--- config.mk ---
export PLATFORM = sky130hd
export DESIGN_NAME = mem_port_arbiter
export DESIGN_NICKNAME = d
export VERILOG_FILES = /design/src/rtl/mem_arb_pkg.sv /design/src/rtl/mem_port_arbiter_mux.sv /design/src/rtl/mem_port_arbiter.sv
export SDC_FILE = /design/constraint.sdc
export NUM_CORES = 1
export LEC_CHECK = 0
export CORE_AREA = 2 2 104 106
export DETAILED_ROUTE_END_ITERATION = 7
export DIE_AREA = 0 0 106 108
export DONT_BUFFER_PORTS = 1
export HOLD_SLACK_MARGIN = 0.08
export MAX_ROUTING_LAYER = met4
export PLACE_DENSITY = 0.34
export SLEW_MARGIN = 10
export SYNTH_ARGS = -nofsm -noshare
export SYNTH_HDL_FRONTEND = slang
export SYNTH_SLANG_ARGS = --single-unit
--- constraint.sdc ---
create_clock -name clk -period 1.66 [get_ports clk]
set_input_delay 0.249 -clock clk [delete_from_list [all_inputs] [get_ports clk]]
set_output_delay 0.249 -clock clk [all_outputs]
set_load 0.03 [all_outputs]
--- src/rtl/mem_arb_pkg.sv ---
// Shared types for the memory port arbiter: FSM state encoding and requester indices.
package mem_arb_pkg;

   typedef enum logic [0:0] {
      IDLE = 1'b0,
      BUSY = 1'b1
   } state_t;

   localparam logic REQ_FETCH = 1'b0;
   localparam logic REQ_LSU   = 1'b1;

endpackage

--- src/rtl/mem_port_arbiter_mux.sv ---
// Parameterised 2:1 multiplexer used to steer the owning requester's payload.
module mux #(
   parameter int WIDTH = 1
) (
   input  logic             sel,
   input  logic [WIDTH-1:0] in0,
   input  logic [WIDTH-1:0] in1,
   output logic [WIDTH-1:0] dout
);

   assign dout = sel ? in1 : in0;

endmodule

--- src/rtl/mem_port_arbiter.sv ---
// Round-robin arbiter and sequencer for the shared memory port, with a per-transaction
// watchdog that aborts a transaction the memory never acknowledges.
module mem_port_arbiter
   import mem_arb_pkg::*;
#(
   parameter int WIDTH   = 32,
   parameter int AWIDTH  = 32,
   parameter int TIMEOUT = 15
) (
   input  logic              clk,
   input  logic              rst,
   input  logic              req0_valid,
   input  logic [AWIDTH-1:0] req0_addr,
   input  logic [WIDTH-1:0]  req0_wdata,
   input  logic              req0_we,
   input  logic              req1_valid,
   input  logic [AWIDTH-1:0] req1_addr,
   input  logic [WIDTH-1:0]  req1_wdata,
   input  logic              req1_we,
   output logic              req0_done,
   output logic              req0_err,
   output logic              req1_done,
   output logic              req1_err,
   output logic [WIDTH-1:0]  req_rdata,
   output logic              mem_valid,
   output logic [AWIDTH-1:0] mem_addr,
   output logic [WIDTH-1:0]  mem_wdata,
   output logic              mem_we,
   input  logic              mem_ack,
   input  logic [WIDTH-1:0]  mem_rdata,
   output logic              busy
);

   localparam int CW = $clog2(TIMEOUT + 1);
   // The counter holds the number of completed BUSY cycles, so the last allowed cycle sees TIMEOUT-1.
   localparam logic [CW-1:0] LAST_CNT = CW'(TIMEOUT - 1);

   state_t          state_r;
   state_t          state_nxt_s;
   logic            owner_r;
   logic            last_owner_r;
   logic [CW-1:0]   cnt_r;
   logic            grant_s;
   logic            any_req_s;
   logic            ack_s;
   logic            expire_s;
   logic            finish_s;

   assign any_req_s = req0_valid | req1_valid;
   // Completion is suppressed during reset so an abandoned transaction never reports done.
   assign ack_s     = (state_r == BUSY) && mem_ack && !rst;
   assign expire_s  = (state_r == BUSY) && (cnt_r == LAST_CNT) && !rst;
   assign finish_s  = ack_s | expire_s;
   assign req_rdata = mem_rdata;

   // Round-robin winner selection among the currently valid requesters
   always_comb begin
      grant_s = REQ_FETCH;
      if (req0_valid && req1_valid) begin
         grant_s = ~last_owner_r;
      end else if (req1_valid) begin
         grant_s = REQ_LSU;
      end else begin
         grant_s = REQ_FETCH;
      end
   end

   // State register
   always_ff @(posedge clk) begin
      if (rst) begin
         state_r <= IDLE;
      end else begin
         state_r <= state_nxt_s;
      end
   end

   // Next-state logic
   always_comb begin
      state_nxt_s = state_r;
      case (state_r)
         IDLE: begin
            if (any_req_s) state_nxt_s = BUSY;
            else           state_nxt_s = IDLE;
         end
         BUSY: begin
            if (finish_s) state_nxt_s = IDLE;
            else          state_nxt_s = BUSY;
         end
         default: state_nxt_s = IDLE;
      endcase
   end

   // Ownership, round-robin history and watchdog counter
   always_ff @(posedge clk) begin
      if (rst) begin
         owner_r      <= REQ_FETCH;
         last_owner_r <= REQ_LSU;
         cnt_r        <= {CW{1'b0}};
      end else begin
         case (state_r)
            IDLE: begin
               cnt_r <= {CW{1'b0}};
               if (any_req_s) owner_r <= grant_s;
               else           owner_r <= owner_r;
            end
            BUSY: begin
               cnt_r <= cnt_r + CW'(1);
               if (finish_s) last_owner_r <= owner_r;
               else          last_owner_r <= last_owner_r;
            end
            default: cnt_r <= {CW{1'b0}};
         endcase
      end
   end

   // Port and completion outputs decoded from the current state
   always_comb begin
      mem_valid = 1'b0;
      busy      = 1'b0;
      req0_done = 1'b0;
      req1_done = 1'b0;
      req0_err  = 1'b0;
      req1_err  = 1'b0;
      case (state_r)
         IDLE: begin
            mem_valid = 1'b0;
            busy      = 1'b0;
         end
         BUSY: begin
            mem_valid = 1'b1;
            busy      = 1'b1;
            req0_done = finish_s && (owner_r == REQ_FETCH);
            req1_done = finish_s && (owner_r == REQ_LSU);
            req0_err  = req0_done && !ack_s;
            req1_err  = req1_done && !ack_s;
         end
         default: begin
            mem_valid = 1'b0;
            busy      = 1'b0;
         end
      endcase
   end

   mux #(.WIDTH(AWIDTH)) u_addr_mux (
      .sel  (owner_r),
      .in0  (req0_addr),
      .in1  (req1_addr),
      .dout (mem_addr)
   );

   mux #(.WIDTH(WIDTH)) u_wdata_mux (
      .sel  (owner_r),
      .in0  (req0_wdata),
      .in1  (req1_wdata),
      .dout (mem_wdata)
   );

   mux #(.WIDTH(1)) u_we_mux (
      .sel  (owner_r),
      .in0  (req0_we),
      .in1  (req1_we),
      .dout (mem_we)
   );

endmodule
==> results of run 1 <==
-- layer usage --
layer	share of wire	GRT usage	wire (µm)	up-vias
met5	0	-	0	-
met4	0.0043	0.0141	19	0
met3	0.16	0.0338	718	4
met2	0.51	0.114	2250	136
met1	0.32	0.0644	1430	429
li1	-	-	-	400
-- repair_timing --
item / in CTS / in global routing
hold buffers: 0 / 0
endpoints found under the setup margin: 1 / 3
pin swaps: 0 / 1
resized for setup: 1 / 2
-- stage by stage --
stage,cells,utilization,hold slack (ns)
after floorplan,141,-,0.318
after global placement,242,0.130,0.346
after detailed placement,242,0.130,0.336
after CTS,246,0.135,0.104
after global routing,246,0.136,0.103
final,246,0.136,0.0994
-- logic make-up after synthesis --
| family | count (synthesis) |
|---|---|
| flops | 7 |
| fa+ha+maj | 2 |
| xor+xnor | 2 |
| compound gates | 5 |
| mux | 65 |
| buf+inv | 44 |
| simple gates | 16 |
-- state kept, by name, indices dropped and copies added (netlist names) --
| name | count |
|---|---|
| cnt_r | 4 |
| last_owner_r | 1 |
| owner_r | 1 |
| state_r | 1 |
-- power by group through the flow --
stage | Combinational (W) | Sequential, W | Clock (W)
floorplan | 0.000691 | 0.000190 | 0
global placement | 0.000589 | 0.000186 | 0
detailed placement | 0.000584 | 0.000186 | 0
CTS | 0.000589 | 0.000183 | 0.000243
global route | 0.000603 | 0.000185 | 0.000255
finish | 0.000581 | 0.000183 | 0.000237
-- critical path, stage by stage (launching register included) --
cell                      delay (ns)
sky130_fd_sc_hd__dfxtp_4        0.35
sky130_fd_sc_hd__buf_4          0.29
sky130_fd_sc_hd__mux2_2         0.48
-- final cells by class --
class / count / area, µm² / share of cell area
well taps: 136 / 170 / 0.122
multi-input cells: 90 / 962 / 0.692
clock buffers: 4 / 45.0 / 0.0324
flip-flops and latches: 7 / 145 / 0.104
inverters: 3 / 11.3 / 0.00809
repair buffers: 6 / 57.6 / 0.0414
-- final timing paths --
path / cells after the start / slack (ns) / to
min: 1 / 0.1 / owner_r
max reg2reg: 5 / 0.39 / last_owner_r
max: 2 / 0.05 / mem_wdata[18]
min reg2reg: 1 / 0.44 / cnt_r[0]
-- layout by cell type (no fill, tap or decap), drive strengths merged --
master and count:
nor3 2, a21oi 2, nor4 1, nor2 6
nand2b 2, buf 6, o21ai 1, nand3 3
xor2 1, dfxtp 7, a31oi 1, inv 3
clkbuf 4, o311a 1, mux2 65, ha 2
nand2 1, nand3b 1, xnor2 1
==> metrics.txt, run 1 <==
count of endpoints failing hold in the final timing report=0; peak fanout along the critical path=25; die boundary height=108 µm; Worst Skew=0.00623 ns; Flop pwr share=0.183; Syn-to-layout area delta=-0.448%; maximum number of pins on one net before global-route repair=45; Final period util=0.967; Vias per Instance=3.94; area of the die=11400 µm²; number of routed nets with antenna violations=0; total number of clock tree sinks=7; cell leakage power=0.441 nW; H-tree depth=1; vias=969; type of origin of the critical path=flip-flop; slew at the pin with the worst max-slew slack=0.396 ns; Yosys top cell area share=0.475; total nets after synthesis=310; pre-CTS setup slack=0.262 ns; Mapped Cells=141; register clock-pin slew on the reported worst setup and hold paths=0.04 ns; ranking of synthesized cells by instance count=sky130_fd_sc_hd__mux2_2 (59), sky130_fd_sc_hd__buf_4 (33), sky130_fd_sc_hd__dfxtp_1 (7); post-DP HPWL=3990 µm; share of cell area taken by muxes after synthesis=0.540; switching power=0.000485 W; post-route setup slack=0.0547 ns; required time worst endpoint=1.41 ns; number of antenna repair diodes=0; clock network latency to the later pin of the worst-skew pair=0.23 ns; start of the worst register-to-register path=cnt_r[0]; initial antenna violation count=0; Worst Min Path Start=rst; async set-or-reset flop fraction in the synthesized netlist=0; Synth Area in XOR/XNOR=0.0125; maximum count of clock buffers along a single path=2; setup-violating endpoint count in the final report=0; per-cell routed wire length=18.0 µm; total placed instance area=1330 µm²; endpoint class of the critical path=primary output; peak supply drop=360 µV; final RePlAce weighted congestion=0.748; number of nets in the layout=280; sequential cell area fraction in the yosys report=0.100; setup tns final=0 ns; number of buffers added by the clock tree synthesis step=3; total power=0.00100 W; GRT overflow=0; post-synthesis adder-cell area fraction=0.0179; post-CTS repair timing setup buffer count=0; DRT iter0 DRCs=10; initial core utilization=0.137; global-route usage over all layers=0.0649; Data arrival, critical path=1.36 ns; unrepaired setup endpoints after global routing=false; internal power summed over all cells=0.000515 W; cell type with the largest total area after synthesis=sky130_fd_sc_hd__mux2_2; max-capacitance violation count=0; most used flip-flop cell after synthesis=sky130_fd_sc_hd__dfxtp_1; Power Dens Cells=719 nW/µm²; timing-limited maximum frequency=0.623 GHz; post-synthesis share of cell area spent on and, or, nand and nor gates=0.0752; cell area after layout=1390 µm²; Fillers=1149; logic gate share of total power=0.580; flops & latches, synth=7; ratio of cells with drive above 1 in the final layout=0.745; total standard cell area after synthesis=1400 µm²; clock tree from TritonCTS=yes; most frequently used cell type in the post-synthesis netlist=sky130_fd_sc_hd__mux2_2; critical path class=reg2out; detailed-router iteration count before antenna repair=3; total routed wirelength=4420 µm; chip width=106 µm; origin of the worst setup path=owner_r; IO Port Bufs=0; average footprint of a synthesized cell=9.91 µm²; Final Max Tran Viols=0; headroom to the max-slew limit=0.735; Hold Crit Class=in2reg; num ports=270; via count of the first global-routing pass=954; relative contribution of the clock network to total power=0.236; num rows=37; number of distinct library cells after synthesis=23; number of remaining DRC errors=0; synthesis warning total=0; Area contributors post-synth=sky130_fd_sc_hd__mux2_2 (48%), sky130_fd_sc_hd__buf_4 (18%), sky130_fd_sc_hd__dfxtp_1 (10%); combinational family with the most area after synthesis=multiplexers; Clock Root Buffer=sky130_fd_sc_hd__clkbuf_8; Net Sw Frac=0.485; Post-synth EDFFs=0; first-pass GRT wire length=5340 µm; compound-cell area share of the yosys netlist=0.0269; run status=completed; fin crit period=1.61 ns; area of the placeable core=10200 µm²
No activity file was read; power rests on OpenSTA's default activity.
==> run 2: changes to the inputs <==
--- a/config.mk
+++ b/config.mk
@@ -12,7 +12,6 @@
 export HOLD_SLACK_MARGIN = 0.08
 export MAX_ROUTING_LAYER = met4
 export PLACE_DENSITY = 0.34
-export SLEW_MARGIN = 10
 export SYNTH_ARGS = -nofsm -noshare
 export SYNTH_HDL_FRONTEND = slang
 export SYNTH_SLANG_ARGS = --single-unit
==> results of run 2 <==
Final layout, timing and power as in run 1 (identical DEF).
==> run 3: changes to the inputs <==
--- a/config.mk
+++ b/config.mk
@@ -5,13 +5,14 @@
 export SDC_FILE = /design/constraint.sdc
 export NUM_CORES = 1
 export LEC_CHECK = 0
-export CORE_AREA = 2 2 104 106
+export CAP_MARGIN = 20
+export CORE_AREA = 10 10 96 98
 export DETAILED_ROUTE_END_ITERATION = 7
 export DIE_AREA = 0 0 106 108
 export DONT_BUFFER_PORTS = 1
 export HOLD_SLACK_MARGIN = 0.08
 export MAX_ROUTING_LAYER = met4
-export PLACE_DENSITY = 0.34
+export PLACE_DENSITY = 0.4
 export SYNTH_ARGS = -nofsm -noshare
 export SYNTH_HDL_FRONTEND = slang
 export SYNTH_SLANG_ARGS = --single-unit
==> run 3 against run 2 <==
Against the previous run:
- register-to-register slack about the same
- global-route usage up 1.7 points
- sequential share of layout area rose by 0.090 points
- first-iteration DRC count grew to 5.0 times the previous value
- maximum frequency up 0.76%
- worst hold slack better by 0.078 ns
- final cell count fell by 13%
- non-clock buffer count up 1
- largest cell class unchanged
- count of clock-buffer cells in the layout unchanged
==> metrics.txt, run 3 (synthesis results as in run 1) <==
die boundary height=108 µm (unchanged); GRT overflow=0 (unchanged); slew at the pin with the worst max-slew slack=0.399 ns (+0.00325 ns); required time worst endpoint=1.41 ns (about the same); start of the worst register-to-register path=cnt_r[0]; area of the placeable core=7450 µm² (-27%); detailed-router iteration count before antenna repair=4 (+1); most used cells in the layout excluding fill and tap cells=sky130_fd_sc_hd__mux2_2 (59), sky130_fd_sc_hd__mux2_4 (6), sky130_fd_sc_hd__nor2_1 (6), sky130_fd_sc_hd__dfxtp_1 (6), sky130_fd_sc_hd__buf_4 (4); DRT iter0 DRCs=50 (+40); type of origin of the critical path=flip-flop; maximum number of pins on one net before global-route repair=44 (-2.2%); peak supply drop=601 µV (+67%); Hold Crit Class=in2reg; Vias per Instance=4.56 (+16%); initial core utilization=0.188 (+0.0511); number of buffers added by the clock tree synthesis step=3 (unchanged); number of routed nets with antenna violations=0 (unchanged); num rows=32 (-14%); Final period util=0.960 (-0.00726); Syn-to-layout area delta=-2.15%; post-route setup slack=0.0668 ns (+0.0121 ns); clock tree from TritonCTS=yes; clock network latency to the later pin of the worst-skew pair=0.22 ns (about the same); area of the die=11400 µm² (unchanged); ratio of cells with drive above 1 in the final layout=0.730 (-0.0157); number of nets in the layout=281 (+0.36%); per-cell routed wire length=26.6 µm (+48%); vias=971 (+0.21%); unrepaired setup endpoints after global routing=true; fin crit period=1.59 ns (-0.0121 ns); first-pass GRT wire length=7420 µm (+39%); IO Port Bufs=0 (unchanged); most common library cell in the layout ignoring fill and taps=sky130_fd_sc_hd__mux2_2; critical path class=reg2out; global-route usage over all layers=0.0821 (+0.0172); cell leakage power=0.448 nW (+1.7%); number of antenna repair diodes=0 (unchanged); total placed instance area=1300 µm² (-2.3%); cell area after layout=1370 µm² (-1.7%); total power=0.00102 W (+2.1%); num ports=270 (unchanged); number of remaining DRC errors=0 (unchanged); register clock-pin slew on the reported worst setup and hold paths=0.04 ns (about the same); setup-violating endpoint count in the final report=0 (unchanged); Power Dens Cells=747 nW/µm² (+3.8%); post-DP HPWL=5200 µm (+30%); origin of the worst setup path=cnt_r[0]; endpoint class of the critical path=primary output; peak fanout along the critical path=4 (-84%); initial antenna violation count=0 (unchanged); via count of the first global-routing pass=1065 (+12%); headroom to the max-slew limit=0.733 (-0.00218); maximum count of clock buffers along a single path=2 (unchanged); Data arrival, critical path=1.34 ns (-0.02 ns); Biggest register=cnt_r; final RePlAce weighted congestion=0.809 (+8.2%); Cells on Worst Hold Path=2 (+1); Final Max Tran Viols=0 (unchanged); total number of clock tree sinks=7 (unchanged); timing-limited maximum frequency=0.628 GHz (+0.76%); Worst Skew=0.00302 ns (-0.00320 ns); total routed wirelength=5670 µm (+28%); worst hold-check slack=0.177 ns (+0.0776 ns); Clock Root Buffer=sky130_fd_sc_hd__clkbuf_8; max reg flops=4 (unchanged); run status=completed; depth of the worst register-to-register path=5 (unchanged); setup tns final=0 ns (unchanged); count of endpoints failing hold in the final timing report=0 (unchanged); chip width=106 µm (unchanged); pre-CTS setup slack=0.258 ns (-0.00382 ns); max-capacitance violation count=0 (unchanged); H-tree depth=1 (unchanged); Worst Min Path Start=req1_valid
## run 3: where the power goes
group	internal, W	switching (W)	leakage, nW
logic	0.000179	0.000418	0.368
registers	0.000177	0.00000916	0.0580
clock network	0.000166	0.0000719	0.0228
## run 3: path summary, 6_finish.rpt
path,slack [ns],endpoint
setup / recovery,0.07,req1_done
hold / removal,0.18,owner_r
setup reg to reg,0.40,state_r
hold reg to reg,0.46,cnt_r[0]
## run 3: layer usage
| layer | share of wire | track usage | vias up | routed length (µm) |
|---|---|---|---|---|
| met2 | 0.47 | 0.122 | 141 | 2650 |
| met1 | 0.39 | 0.0947 | 423 | 2190 |
| met3 | 0.14 | 0.0541 | 4 | 816 |
| met4 | 0.0018 | 0.00387 | 0 | 10 |
| li1 | - | - | 403 | - |
| met5 | 0 | - | - | 0 |
## run 3: area by class of cell
type | instances | area [µm²]
flip-flops and latches | 7 | 144
fillers | 821 | 6080
multi-input cells | 90 | 960
repair buffers | 7 | 80.1
clock buffers | 4 | 45.0
inverters | 3 | 11.3
well taps | 102 | 128
## run 3: worst max-delay path, stage by stage, from the launching register on
cell                      delay, ns
sky130_fd_sc_hd__dfxtp_1       0.36
sky130_fd_sc_hd__inv_1         0.06
sky130_fd_sc_hd__ha_1          0.23
sky130_fd_sc_hd__a31oi_4       0.24
sky130_fd_sc_hd__nor2_1        0.07
sky130_fd_sc_hd__buf_4         0.17
## run 3: per-stage QoR
step                       util  std cells
final                     0.184        213
after global routing      0.184        213
after CTS                 0.182        213
after detailed placement  0.175        208
after global placement    0.175        208
after floorplan               -        141
## run 3: what timing repair did
item,4_1_cts,5_1_grt
hold buffers,1,0
endpoints found under the setup margin,0,2
hold endpoints to repair,1,0
buffers inserted,0,0
resized for setup,0,2
